--- src/rtl/risc16_pkg.sv ---
// Shared RiSC-16 constants and the writeback entry type used by the
// writeback queue and its consumers.
package risc16_pkg;

  localparam int WORD_LEN     = 16;
  localparam int REG_ADDR_LEN = 3;
  localparam int REG_COUNT    = 8;

  typedef struct packed {
    logic [REG_ADDR_LEN-1:0] tgt;
    logic [WORD_LEN-1:0]     data;
  } wb_entry_t;

endpackage

--- src/rtl/wbq_match.sv ---
// Youngest-first lookup of a register address across the queued writeback
// entries; returns whether any valid entry targets it and that entry's data.
module wbq_match #(
  parameter int p_WORD_LEN     = 16,
  parameter int p_REG_ADDR_LEN = 3,
  parameter int p_DEPTH        = 4
) (
  input  logic [p_DEPTH-1:0][p_REG_ADDR_LEN-1:0] i_tgts,
  input  logic [p_DEPTH-1:0][p_WORD_LEN-1:0]     i_data,
  input  logic [p_DEPTH-1:0]                     i_valid,
  input  logic [$clog2(p_DEPTH)-1:0]             i_wr_ptr,
  input  logic [p_REG_ADDR_LEN-1:0]              i_addr,
  output logic                                   o_hit,
  output logic [p_WORD_LEN-1:0]                  o_data
);

  localparam int PTR_W = $clog2(p_DEPTH);

  logic [PTR_W-1:0] w_idx;

  // Walk oldest to youngest so a younger match overwrites an older one;
  // k == p_DEPTH truncates to the write pointer itself (oldest when full).
  always_comb begin
    o_hit  = 1'b0;
    o_data = '0;
    w_idx  = '0;
    for (int k = p_DEPTH; k >= 1; k--) begin
      w_idx = i_wr_ptr - PTR_W'(k);
      if (i_valid[w_idx] && (i_tgts[w_idx] == i_addr) && (i_addr != '0)) begin
        o_hit  = 1'b1;
        o_data = i_data[w_idx];
      end
    end
  end

endmodule

--- src/rtl/reg_wb_queue.sv ---
// Writeback FIFO feeding the register file write port, one commit per cycle.
// Define WBQ_BYPASS_EN to build the operand bypass lookups.
module reg_wb_queue
  import risc16_pkg::*;
#(
  parameter int p_WORD_LEN     = WORD_LEN,
  parameter int p_REG_ADDR_LEN = REG_ADDR_LEN,
  parameter int p_DEPTH        = 4
) (
  input  logic                        i_clk,
  input  logic                        i_rst,
  input  logic                        i_valid,
  output logic                        o_ready,
  input  logic [p_REG_ADDR_LEN-1:0]   i_tgt,
  input  logic [p_WORD_LEN-1:0]       i_tgt_data,
  input  logic                        i_hold,
  output logic [p_REG_ADDR_LEN-1:0]   o_tgt,
  output logic [p_WORD_LEN-1:0]       o_tgt_data,
  output logic                        o_wr_en,
  input  logic [p_REG_ADDR_LEN-1:0]   i_src1,
  input  logic [p_REG_ADDR_LEN-1:0]   i_src2,
  output logic                        o_src1_hit,
  output logic [p_WORD_LEN-1:0]       o_src1_data,
  output logic                        o_src2_hit,
  output logic [p_WORD_LEN-1:0]       o_src2_data,
  output logic [$clog2(p_DEPTH):0]    o_count,
  output logic                        o_empty,
  output logic                        o_full
);

  localparam int PTR_W = $clog2(p_DEPTH);
  localparam int CNT_W = PTR_W + 1;

  logic [p_DEPTH-1:0][p_REG_ADDR_LEN-1:0] r_tgt;
  logic [p_DEPTH-1:0][p_WORD_LEN-1:0]     r_data;
  logic [PTR_W-1:0]                       r_wr_ptr;
  logic [PTR_W-1:0]                       r_rd_ptr;
  logic [CNT_W-1:0]                       r_count;

  logic             w_push;
  logic             w_store;
  logic             w_pop;
  logic [PTR_W-1:0] w_offset;
  logic [p_DEPTH-1:0] w_valid;

  // Handshake: an entry transfers on the rising edge where i_valid and
  // o_ready are both high; o_ready depends only on registered occupancy.
  assign o_empty = (r_count == '0);
  assign o_full  = (r_count == CNT_W'(p_DEPTH));
  assign o_ready = !o_full;
  assign o_count = r_count;

  assign w_push  = i_valid & o_ready;
  assign w_store = w_push & (i_tgt != '0);
  assign o_wr_en = !o_empty & !i_hold;
  assign w_pop   = o_wr_en;

  assign o_tgt      = o_wr_en ? r_tgt[r_rd_ptr]  : '0;
  assign o_tgt_data = o_wr_en ? r_data[r_rd_ptr] : '0;

  always_ff @(posedge i_clk) begin
    if (i_rst) begin
      r_wr_ptr <= '0;
      r_rd_ptr <= '0;
      r_count  <= '0;
    end else begin
      if (w_store) r_wr_ptr <= r_wr_ptr + PTR_W'(1);
      if (w_pop)   r_rd_ptr <= r_rd_ptr + PTR_W'(1);
      unique case ({w_store, w_pop})
        2'b10:   r_count <= r_count + CNT_W'(1);
        2'b01:   r_count <= r_count - CNT_W'(1);
        default: r_count <= r_count;
      endcase
    end
  end

  // Entry storage needs no reset: occupancy alone decides what is live.
  always_ff @(posedge i_clk) begin
    if (!i_rst && w_store) begin
      r_tgt[r_wr_ptr]  <= i_tgt;
      r_data[r_wr_ptr] <= i_tgt_data;
    end
  end

  always_comb begin
    w_offset = '0;
    w_valid  = '0;
    for (int i = 0; i < p_DEPTH; i++) begin
      w_offset   = PTR_W'(i) - r_rd_ptr;
      w_valid[i] = ({1'b0, w_offset} < r_count);
    end
  end

`ifdef WBQ_BYPASS_EN
  wbq_match #(
    .p_WORD_LEN(p_WORD_LEN), .p_REG_ADDR_LEN(p_REG_ADDR_LEN), .p_DEPTH(p_DEPTH)
  ) u_match1 (
    .i_tgts(r_tgt), .i_data(r_data), .i_valid(w_valid), .i_wr_ptr(r_wr_ptr),
    .i_addr(i_src1), .o_hit(o_src1_hit), .o_data(o_src1_data)
  );

  wbq_match #(
    .p_WORD_LEN(p_WORD_LEN), .p_REG_ADDR_LEN(p_REG_ADDR_LEN), .p_DEPTH(p_DEPTH)
  ) u_match2 (
    .i_tgts(r_tgt), .i_data(r_data), .i_valid(w_valid), .i_wr_ptr(r_wr_ptr),
    .i_addr(i_src2), .o_hit(o_src2_hit), .o_data(o_src2_data)
  );
`else
  logic w_unused_bypass;
  assign w_unused_bypass = ^{i_src1, i_src2, w_valid};
  assign o_src1_hit  = 1'b0;
  assign o_src1_data = '0;
  assign o_src2_hit  = 1'b0;
  assign o_src2_data = '0;
`endif

endmodule

--- config.mk ---
export PLATFORM = sky130hd
export DESIGN_NAME = reg_wb_queue
export DESIGN_NICKNAME = d
export VERILOG_FILES = /design/src/rtl/risc16_pkg.sv /design/src/rtl/wbq_match.sv /design/src/rtl/reg_wb_queue.sv
export SDC_FILE = /design/constraint.sdc
export NUM_CORES = 1
export LEC_CHECK = 0
export ABC_CLOCK_PERIOD_IN_PS = 6200
export BUFFER_PORTS_ARGS = -buffer_cell sky130_fd_sc_hd__buf_2
export CORE_MARGIN = 2
export CORE_UTILIZATION = 50
export CTS_BUF_LIST = sky130_fd_sc_hd__clkbuf_4 sky130_fd_sc_hd__clkbuf_8 sky130_fd_sc_hd__clkbuf_16
export DETAILED_ROUTE_END_ITERATION = 10
export PLACE_DENSITY = 0.87
export REMOVE_ABC_BUFFERS = 1
export SYNTH_ARGS = -nofsm -noshare
export SYNTH_HDL_FRONTEND = slang
export SYNTH_SLANG_ARGS = --single-unit
export TNS_END_PERCENT = 100
--- constraint.sdc ---
create_clock -name i_clk -period 6.2 [get_ports i_clk]
set_input_delay 1.24 -clock i_clk [delete_from_list [all_inputs] [get_ports i_clk]]
set_output_delay 1.24 -clock i_clk [all_outputs]
set_load 0.005 [all_outputs]
Word level (Yosys, flattened, before mapping)
Index checks and enable logic that the tools add are counted.
- input bits: 29
- logic and storage cells: 46
- output and inout port bits: 60
- register bits: 83
- $lt $le $gt $ge: 3
- bitwise gates (word level): 3
- mux-type cells: 13
- reduce and logical (&&, ||, !) cells: 9
- equal/unequal tests: 3
- add/subtract/negate cells: 4
- operators with widths (kind ; number):
    64-bit bitwise mux ; 1
    16-bit 2-to-1 mux ; 3
    16-bit binary-select mux with 2-bit select ; 1
    16-bit demux with 2-bit select ; 1
    12-bit bitwise mux ; 1
    3-bit 2-to-1 mux ; 3
    3-bit binary-select mux with 2-bit select ; 1
    3-bit demux with 2-bit select ; 1
    2-bit by 3-bit less-than comparator with 1-bit output (second input constant) ; 2
    3-bit one-hot mux with 2 select lines ; 1
    2-bit by 1-bit adder with 2-bit output (second input constant) ; 2
    1-bit zero test ; 4
    3-bit by 1-bit adder with 3-bit output (second input constant) ; 1
    1-bit AND ; 3
    3-bit == test (second input constant) ; 1
    3-bit zero test ; 1
    3-bit nonzero test ; 1
    3-bit by 1-bit subtractor with 3-bit output (second input constant) ; 1
    2-bit by 1-bit == test with 1-bit output (second input constant) ; 1
    2-bit == test (second input constant) ; 1
    2-bit by 1-bit >= comparator with 1-bit output (second input constant) ; 1
    1-bit logical AND ; 2
    2-bit nonzero test ; 1

Longest topological paths before layout
- word-level depth: 6
- gate-level depth with buffers: 9
- gate-level depth less buffers: 9

Worst setup path before layout
OpenSTA, ideal clock, no wires.
- path kind: input-to-reg
- start point: input i_tgt[1]
- end point: register r_count[2] (netlist: o_count[2])
- data arrival time: 2.993 ns
- setup time: 0.070 ns
- data required time: 6.130 ns
- stages on the path: 9
- path buffers: 0
- slack: 3.137 ns
- path through: or3_1 > and3_4 > inv_1 > ha_1 > inv_1 > fa_1 > xor2_1 > or3_1 > a21oi_1
- longest elaborated chain between the ends: 4
- elaborated cells on any way between the ends: 6
- classes of those cells: 2 x eq/ne; 1 x mux; 1 x bitwise; 2 x reduce/logical
- RTL lines (what ; line ; text):
    start, declared ; reg_wb_queue.sv:14 ; input logic [p_REG_ADDR_LEN-1:0] i_tgt,
    3-bit nonzero test * ; reg_wb_queue.sv:54 ; assign w_store = w_push & (i_tgt != '0);
    1-bit AND * ; reg_wb_queue.sv:54 ;
    2-bit by 1-bit == test with 1-bit output or 2-bit == test (tied branches) ; reg_wb_queue.sv:69 ; unique case ({w_store, w_pop})
    3-bit one-hot mux with 2 select lines or 2-bit nonzero test (tied branches) ; - ;
    end signal, assigned ; reg_wb_queue.sv:70 ; 2'b10: r_count <= r_count + CNT_W'(1);
    end signal, assigned ; reg_wb_queue.sv:71 ; 2'b01: r_count <= r_count - CNT_W'(1);
    end signal, assigned ; reg_wb_queue.sv:72 ; default: r_count <= r_count;
    end, declared ; reg_wb_queue.sv:38 ; logic [CNT_W-1:0] r_count;
Mark *: on every way between the ends. The rest lies on a longest branch, timed or not.
A chain may end at the register's enable or synchronous reset.

Final worst setup path
- start point: register r_rd_ptr[0]
- end point: output o_tgt_data[15]
- longest elaborated chain between the ends: 3
- RTL lines (what ; line ; text):
    start, declared ; reg_wb_queue.sv:37 ; logic [PTR_W-1:0] r_rd_ptr;
    start signal, assigned ; reg_wb_queue.sv:68 ; if (w_pop) r_rd_ptr <= r_rd_ptr + PTR_W'(1);
    16-bit binary-select mux with 2-bit select ; reg_wb_queue.sv:59 ; assign o_tgt_data = o_wr_en ? r_data[r_rd_ptr] : '0;
    16-bit 2-to-1 mux (not written as such) ; reg_wb_queue.sv:59 ;
    16-bit 2-to-1 mux ; reg_wb_queue.sv:59 ;
    end, declared ; reg_wb_queue.sv:18 ; output logic [p_WORD_LEN-1:0] o_tgt_data,
Every way passes these cells. The select of a mux whose other input is x is not followed.

==> results_dict.tcl <==
set metrics [dict create \
    status "complete, no violations" \
    timing.critical_path.fanout_max 14 \
    postCtsHoldBufs 0 \
    number_of_distinct_library_cell_variants_in_the_gate_level_netlist_after_synthesis 27 \
    report.final.slew_viol_count 0 \
    ctsHtreeMaxLevel 3 \
    async_flop_share_pct 0 \
    place_area_sq_um 3800 \
    clock-skew-final_ns 0.00399 \
    leading_register_cell_type_out_of_synthesis "sky130_fd_sc_hd__edfxtp_1" \
    via_count 1772 \
    endpoint_kind "output port" \
    initialDrtViolationCount 94 \
    post_drt_via_cell_ratio 4.90 \
    chipWidth_um 88.8 \
    grt-ovfl-total 0 \
    layout.cell_area.non_filler_sq_um 3980 \
    timing.critical_path.required_ns 4.96 \
    initial_core_utilization_pct 52.3 \
    post_synthesis_cell_area_sq_um 3590 \
    leakage_nw 1.48 \
    unrepaired_setup_endpoints_after_global_routing "false" \
    grt_antenna_before_repair 0 \
    timing.slew.headroom_pct 31.8 \
    n_antenna_cell 0 \
    areaGrowthSynthToFinish_pct 10.8 \
    path_type_of_the_worst_min_delay_path "reg -> reg" \
    clock_latency_ns 0.34 \
    crit_path_max_incr_delay_ns 0.62 \
    maxcap_viol_count 0 \
    whs_path_depth 2 \
    launching_element_type_of_the_critical_path "flip-flop" \
    grt_max_degree 22 \
    final_common_cell "sky130_fd_sc_hd__edfxtp_1" \
    worstPathCellList "buf_4 > mux4_2 > and2_1 > buf_2" \
    worst-r2r-cell-count 9 \
    final_nets 296 \
    post-cts-setup-buffers 0 \
    clock_tree.root_cell "sky130_fd_sc_hd__clkbuf_8" \
    routability_congestion 0.696 \
    timing.final.setup_violations 0 \
    clkSinkCount 83 \
    dr.pass1.iters 4 \
    global_routing_usage_summed_across_all_routing_layers_pct 16.3 \
    cts_buf_count 9 \
    post-route-util_pct 58.0 \
    grt_pass1_wl_um 8950 \
    fp-row-count 30 \
    timing_hold_violations_final 0 \
    clock_path_buffers 2 \
    post_cts_resized 0 \
    ys.warnings.count 0 \
    tritoncts_clock_tree "done" \
    wl_per_cell_um 16.2 \
    timing.final.crit_share_pct 55.6 \
    postSynthRegisterBits 83 \
    drt_drc_violations_left 0 \
    top_level_port_count 89 \
    synth_area_per_cell_sq_um 17.3 \
    worst-setup-path-type "reg -> out" \
    yosysSeqAreaShare_pct 67.4 \
    detailed_place_hpwl_um 3820 \
    timing.setup.tns_ns 0 \
    dieHeight_um 88.8 \
    core_sq_um 6870 \
    critical_path.top_delay_family "flip-flops" \
    crit_slowest_cell "sky130_fd_sc_hd__dfxtp_1" \
    port_buffers 48 \
    power_density_nw_per_um2 331 \
    postSynthCellCount 208 \
    worstPathBufferInverterCount 2 \
    share_of_cells_above_drive_strength_1_pct 31.6 \
    first_global_vias 1789 \
    max-vdd-ir-drop_uv 183 \
    cp_data_arrival_time_ns 2.20 \
    antenna_left 0 \
    synth_edf_count 76 \
    design.die.area_sq_um 7880 \
    cp.depth 4 \
    finalCriticalPeriod_ns 3.44 \
    worst_pin_slew_ns 1.02 \
    totalWireLength_um 5860 \
    fmaxAchievable_ghz 0.290 \
    clkSlewWorstSetupHoldPaths_ns 0.08 \
    layout.cells.most_common_list "sky130_fd_sc_hd__edfxtp_1 (76), sky130_fd_sc_hd__buf_2 (48), sky130_fd_sc_hd__conb_1 (34)" \
]
-- sequential cells by signal (all words and copies together), names as in the netlist --
name	count
r_tgt	12
r_data	64
r_wr_ptr	2
r_rd_ptr	2
o_count	3
-- report_power, final --
part,switching [W],internal [W]
registers,0.0000315,0.000647
logic,0.000135,0.000151
clock network,0.000175,0.000180
-- stage by stage --
stage                     total power (W)  setup WS, ns  hold slack [ns]  std cells
after floorplan                  0.000870          2.99            0.481        200
after global placement           0.000969          2.89            0.500        346
after detailed placement         0.000982          2.86            0.516        346
after CTS                         0.00133          2.70            0.528        362
after global routing              0.00139          2.59            0.554        362
final                             0.00132          2.76            0.523        362
-- worst reg2reg max path: stages, from the launching register on --
cell,delay [ns]
sky130_fd_sc_hd__dfxtp_1,0.40
sky130_fd_sc_hd__or3b_1,0.42
sky130_fd_sc_hd__and3_4,0.21
sky130_fd_sc_hd__inv_1,0.05
sky130_fd_sc_hd__ha_1,0.17
sky130_fd_sc_hd__inv_1,0.06
sky130_fd_sc_hd__fa_1,0.37
sky130_fd_sc_hd__xor2_1,0.16
sky130_fd_sc_hd__or3_1,0.32
sky130_fd_sc_hd__a21oi_1,0.15
-- layer usage --
metal  wire length (um)  track usage [%]  vias to the layer above
li1                   -                -                      815
met1               2330             19.2                      862
met2               3060             27.6                       88
met3                429             6.06                        7
met4                 40             5.65                        0
met5                  0                0                        -
-- final cells by class --
cell class                 instances  area, sq um
clock buffer                       9          124
clock inverter                     7         58.8
fill                             549         2890
inverter                           8         30.0
multi-input combinational        109          971
sequential                        83         2420
tap                               96          120
timing repair buffer              50          255
-- path summary, 6_finish.rpt --
kind                                               start                  endpoint  slack (ns)
worst min-delay path            r_wr_ptr[1]$_SDFFE_PP0P_  r_wr_ptr[1]$_SDFFE_PP0P_        0.52
worst max-delay path            r_rd_ptr[0]$_SDFFE_PP0P_            o_tgt_data[15]        2.76
worst min register to register  r_wr_ptr[1]$_SDFFE_PP0P_  r_wr_ptr[1]$_SDFFE_PP0P_        0.52
worst max register to register   o_count[2]$_SDFFE_PP0P_   o_count[2]$_SDFFE_PP0P_        3.83
-- cells in the mapped netlist, drive strengths merged (2+ instances only) --
master   n  area [sq um]
nand2b   2          12.5
buf     36           274
dfxtp    7           140
edfxtp  76          2280
a21oi    4          20.0
clkbuf   5          18.8
ha       5          62.6
or3      3          18.8
mux4    19           435
inv      8          30.0
xor2     2          17.5
o21ai    2          10.0
nor2     6          22.5
and2    23           144
-- cells by family (layout without fill, tap and decap cells) --
kind of cell,after synthesis,count (layout),synth area share [%]
other,1,34,0.104
DFF,83,83,67.4
muxes,21,21,12.8
and+or+nand+nor,39,39,6.83
xor gates and xnor gates,2,2,0.488
adders and majority gates,6,6,2.30
buffers and inverters,49,74,8.99
AOI/OAI and AO/OA,7,7,1.05
No activity file was read; power rests on OpenSTA's default activity.
